**config.mk**
```make
export PLATFORM = sky130hd
export DESIGN_NAME = fnd_seg_decoder
export DESIGN_NICKNAME = d
export VERILOG_FILES = /design/src/rtl/fnd_seg_decoder.sv
export SDC_FILE = /design/constraint.sdc
export NUM_CORES = 1
export LEC_CHECK = 0
export BUFFER_PORTS_ARGS = -buffer_cell sky130_fd_sc_hd__buf_2
export CAP_MARGIN = 10
export CORE_MARGIN = 2
export CORE_UTILIZATION = 50
export CTS_CLUSTER_SIZE = 25
export DETAILED_ROUTE_END_ITERATION = 6
export PLACE_DENSITY = 0.68
export SLEW_MARGIN = 20
export SYNTH_ARGS = -nofsm -noshare
export SYNTH_HDL_FRONTEND = slang
export SYNTH_SLANG_ARGS = --single-unit
```
**constraint.sdc**
```tcl
create_clock -name i_Clk -period 7.5 [get_ports i_Clk]
set_clock_uncertainty 0.15 [all_clocks]
set_input_delay 1.5 -clock i_Clk [delete_from_list [all_inputs] [get_ports i_Clk]]
set_output_delay 1.5 -clock i_Clk [all_outputs]
set_load 0.01 [all_outputs]
```
**src/rtl/fnd_seg_decoder.sv**
```systemverilog
`default_nettype none
// ============================================================================
// Module      : fnd_seg_decoder
// Description : Two-digit 7-segment pattern decoder. Samples a strobed,
//               time-multiplexed active-low segment bus, decodes each pattern
//               to a BCD code (0..9, 4'hF = blank) and commits a digit only
//               after it has been seen on STABLE_CNT consecutive strobes for
//               that digit. Illegal patterns set a sticky per-digit error.
// Ports       : i_Clk     - clock, rising edge
//               i_Rst     - synchronous reset, active-high
//               i_Seg     - segment pattern, active-low, bit 6 = g .. bit 0 = a
//               i_Strobe  - i_Seg / i_Sel valid this cycle
//               i_Sel     - digit addressed by the strobe (0 = A, 1 = B)
//               i_ErrClr  - clears both sticky error flags
//               o_NumA/B  - committed code per digit
//               o_ValidA/B- committed code is a decimal digit
//               o_ErrA/B  - sticky illegal-pattern flags
//               o_Upd     - one-cycle pulse when a committed digit changes
// Revision    : 1.0 - initial release
// ============================================================================
module fnd_seg_decoder #(
    parameter int STABLE_CNT = 3,
    parameter int CNT_W      = 4
) (
    input  logic       i_Clk,
    input  logic       i_Rst,
    input  logic [6:0] i_Seg,
    input  logic       i_Strobe,
    input  logic       i_Sel,
    input  logic       i_ErrClr,
    output logic [3:0] o_NumA,
    output logic [3:0] o_NumB,
    output logic       o_ValidA,
    output logic       o_ValidB,
    output logic       o_ErrA,
    output logic       o_ErrB,
    output logic       o_Upd
);

    localparam logic [CNT_W-1:0] c_stable   = CNT_W'(STABLE_CNT);
    localparam logic [CNT_W-1:0] c_cnt_one  = CNT_W'(1);
    localparam logic [3:0]       c_blank    = 4'hF;
    // Never produced by the decoder, so the next legal strobe after an
    // illegal one always starts a fresh streak.
    localparam logic [3:0]       c_bad_cand = 4'hE;

    // Per-digit state, index 0 = digit A, index 1 = digit B.
    logic [3:0]       r_cand  [2];
    logic [CNT_W-1:0] r_cnt   [2];
    logic [3:0]       r_num   [2];
    logic             r_valid [2];
    logic             r_err   [2];
    logic             r_upd;

    logic [3:0]       w_code;
    logic             w_legal;
    logic [3:0]       w_cand_sel;
    logic [CNT_W-1:0] w_cnt_sel;
    logic [3:0]       w_num_sel;
    logic [CNT_W-1:0] w_new_cnt;
    logic             w_commit;

    // Pattern decode
    always_comb begin
        w_code  = c_blank;
        w_legal = 1'b1;
        case (i_Seg)
            7'b1000000: w_code = 4'd0;
            7'b1111001: w_code = 4'd1;
            7'b0100100: w_code = 4'd2;
            7'b0110000: w_code = 4'd3;
            7'b0011001: w_code = 4'd4;
            7'b0010010: w_code = 4'd5;
            7'b0000010: w_code = 4'd6;
            7'b1111000: w_code = 4'd7;
            7'b0000000: w_code = 4'd8;
            7'b0010000: w_code = 4'd9;
            7'b1111111: w_code = c_blank;
            default:    w_legal = 1'b0;
        endcase
    end

    assign w_cand_sel = r_cand[i_Sel];
    assign w_cnt_sel  = r_cnt[i_Sel];
    assign w_num_sel  = r_num[i_Sel];

    // Streak length including the current strobe, saturating at STABLE_CNT.
    always_comb begin
        w_new_cnt = c_cnt_one;
        if (w_code == w_cand_sel) begin
            if (w_cnt_sel >= c_stable) begin
                w_new_cnt = c_stable;
            end else begin
                w_new_cnt = w_cnt_sel + c_cnt_one;
            end
        end
    end

    // A re-confirmed identical value is not a commit, so no o_Upd pulse.
    assign w_commit = i_Strobe && w_legal && (w_new_cnt >= c_stable) &&
                      (w_code != w_num_sel);

    always_ff @(posedge i_Clk) begin
        if (i_Rst) begin
            r_cand[0]  <= c_blank;
            r_cand[1]  <= c_blank;
            r_cnt[0]   <= '0;
            r_cnt[1]   <= '0;
            r_num[0]   <= c_blank;
            r_num[1]   <= c_blank;
            r_valid[0] <= 1'b0;
            r_valid[1] <= 1'b0;
            r_err[0]   <= 1'b0;
            r_err[1]   <= 1'b0;
            r_upd      <= 1'b0;
        end else begin
            r_upd <= 1'b0;
            if (i_ErrClr) begin
                r_err[0] <= 1'b0;
                r_err[1] <= 1'b0;
            end
            if (i_Strobe) begin
                if (w_legal) begin
                    r_cand[i_Sel] <= w_code;
                    r_cnt[i_Sel]  <= w_new_cnt;
                    if (w_commit) begin
                        r_num[i_Sel]   <= w_code;
                        r_valid[i_Sel] <= (w_code <= 4'd9);
                        r_upd          <= 1'b1;
                    end
                end else begin
                    // Placed after the clear so a coincident set wins.
                    r_err[i_Sel]  <= 1'b1;
                    r_cand[i_Sel] <= c_bad_cand;
                    r_cnt[i_Sel]  <= '0;
                end
            end
        end
    end

    assign o_NumA   = r_num[0];
    assign o_NumB   = r_num[1];
    assign o_ValidA = r_valid[0];
    assign o_ValidB = r_valid[1];
    assign o_ErrA   = r_err[0];
    assign o_ErrB   = r_err[1];
    assign o_Upd    = r_upd;

endmodule
`default_nettype wire

```
==> impl_metrics.yaml <==
final_layout:
  drive_gt1_share_pct: 25.8
  final_nets: 202
  fin_area_um2: 1940
  layout_common_cells: "31 x nand2_1, 26 x edfxtp_1, 24 x buf_2, 15 x nor2_1, 6 x mux2i_1"
  layout_commonest_cell: "nand2_1"
  n_antenna_cell: 0
  syn2layout_area_growth_pct: 15.1
drt:
  drc_errors: 0
  drt_iter0_drc: 86
  wl_met2_um: 1690
  vias: 1289
  dr.pass1.iters: 4
  viasPerCell: 5.46
  wl_um: 3490
  wl_per_cell_um: 14.8
  antenna_left: 0
  highest_layer: "met4"
  met1_length_um: 1570
  met3_length_um: 177
clocking:
  clk_latency_ns: 0.33
  ctsResizeCount: 0
  cts_buffers: 5
  postCtsSetupBuffers: 0
  clockBufferDepth: 2
  cts_sinks: 29
  cts_max_level: 2
  cts_tree: "yes"
  ctsRootBufferMaster: "clkbuf_4"
  ctsHoldBuffers: 0
  clkSlewWorstSetupHoldPaths_ns: 0.08
timing:
  setup_viol: 0
  fmax_mhz: 232
  setup-tns-final_ns: 0
  setup_slack_ns: 3.19
  fin_crit_ns: 4.31
  rsz0062_at_grt: "false"
  fin_crit_sh_pct: 57.5
  final-max-slew-violation-count: 0
  hold_viol_final: 0
  worstMarginPinSlew_ns: 0.618
  max-slew-margin-rel_pct: 58.5
die:
  core_area_um2: 3280
  chipWidth_um: 62.0
  die-area_um2: 3840
  ios: 25
  initial_core_util_pct: 51.2
  num_rows: 21
  die_y_um: 62.0
critical_path:
  r2r_setup_slack_ns: 4.86
  rr_worst_depth: 7
  path_max_fanout: 6
  critPathArrivalTime_ns: 4.18
  rr_startpoint: "r_cand[1][0]"
  r2r-end: "r_num[1][2]"
  worst-setup-path-type: "input port to flip-flop"
  critical_path.endpoint_type: "flip-flop"
  startpoint_type: "input port"
  worstPathRequired_ns: 7.37
global_routing:
  grt_usage_pct: 20.8
  grt_start_max_net_pins: 17
  grt_pass1_vias: 1191
  grt-ovfl-total: 0
  antenna_found_initial: 0
  grt_pass1_wl_um: 5500
power:
  seq_power_share_pct: 51.2
  power_density_nw_per_um2: 187
  cell_internal_pwr_w: 0.000280
  finalPower_w: 0.000362
  p_sw_w: 0.0000819
  combPwrFrac_pct: 12.3
  clkPwrFrac_pct: 36.4
  cellLeakagePower_nw: 0.727
  switching_share_pct: 22.6
  peakVddDrop_v: 0.000139
placed_design:
  place_hpwl_um: 2670
  place.gp.congestion: 0.837
  pre_cts_ws_ns: 2.86
  placed_area_um2: 1850
  io_buffer_count: 24
synthesis:
  synth_area_um2: 1680
  yosysWarnings: 0
  yosysSeqAreaShare_pct: 50.0
  synthCells: 160
  synth_seq_cells: 29
  synth-edff-count: 26
  ys_types: 49
  async_flop_share_pct: 0
  syn_area_per_cell_um2: 10.5
  ys.flop_type: "edfxtp_1"
worst_hold_path:
  worstHoldEndpoint: "r_err[0]"
  hold_path.class: "flip-flop to flip-flop"
  hp-start: "r_err[0]"
  hold_depth: 2
status:
  outcome: "complete, no violations"
flow_run:
  maxCapViolCount: 0
## registers in the layout, indices dropped and copies added (netlist names)
| name | flops |
|---|---|
| r_cand | 8 |
| r_err | 2 |
| r_cnt | 8 |
| r_num | 8 |
| o_Upd | 1 |
| r_valid | 2 |
## worst max path at each step
stage / startpoint / end / slack, ns
finish: i_Seg[0] / r_num[1][2] / 3.19
global route: i_Seg[0] / r_num[1][2] / 3.05
CTS: i_Seg[0] / r_num[1][2] / 3.20
detailed placement: i_Seg[0] / r_num[1][2] / 2.86
global placement: i_Seg[0] / r_num[1][0] / 2.91
floorplan: i_Seg[5] / r_num[1][0] / 3.09
## per-stage QoR
step	hold WS [ns]	std cells	utilization, %
2_1_floorplan	0.336	163	-
3_3_place_gp	0.290	228	56.3
3_5_place_dp	0.297	228	56.3
4_1_cts	0.330	236	58.9
5_1_grt	0.376	236	58.9
6_report	0.325	236	58.9
## cell usage after synthesis, drive strengths merged (2+ instances only)
cell type	instances	area, µm²
nand2	31	116
edfxtp	26	781
nor2	15	56.3
mux2i	6	60.1
a21oi	5	25.0
nand2b	5	31.3
or2	5	31.3
mux2	4	45.0
nand3	4	25.0
nor3	4	20.0
o21ai	4	20.0
and3	3	23.8
clkbuf	3	11.3
dfxtp	3	60.1
inv	3	11.3
or3	3	18.8
a21boi	2	15.0
and2b	2	15.0
buf	2	8.75
nand4b	2	17.5
nor4	2	12.5
nor4b	2	47.6
xor2	2	17.5
## power groups by stage
stage / sequential (W) / combinational (W) / clock (W)
finish: 0.000185 / 0.0000446 / 0.000132
global route: 0.000186 / 0.0000495 / 0.000141
CTS: 0.000185 / 0.0000446 / 0.000135
detailed placement: 0.000189 / 0.0000444 / 0
global placement: 0.000189 / 0.0000433 / 0
floorplan: 0.000189 / 0.0000319 / 0
## area by class of cell
cell class	instances	area, µm²
fill	294	1350
sequential	29	841
inverter	3	11.3
tap	46	57.6
timing repair buffer	24	120
clock inverter	1	30.0
clock buffer	7	55.1
multi-input combinational	126	821
## per-layer routing
layer,vias to the layer above,track usage (%)
met5,-,0
met4,0,8.51
met2,32,33.3
met3,6,6.00
met1,603,26.6
li1,648,-
## cell families (layout without fill, tap and decap cells)
logic type | after synthesis | in the layout | share of synthesized area, %
AND/OR/NAND/NOR | 84 | 84 | 28.0
flip-flops | 29 | 29 | 50.0
AO/OA/AOI/OAI | 25 | 25 | 11.9
multiplexers | 10 | 10 | 6.25
buffers and inverters | 8 | 35 | 1.86
XOR/XNOR | 2 | 2 | 1.04
adder cells (fa/ha/maj) | 1 | 1 | 0.744
other | 1 | 4 | 0.223
## critical path: stages
cell and delay, ns:
buf_2 0.12, or4_4 0.56, or3_1 0.38, and3_4 0.21, a221oi_2 0.26, o211ai_2 0.15, a211o_4 0.37, nor4b_4 0.38
or2_1 0.26
Note: power is estimated with default switching activity, not from simulation.
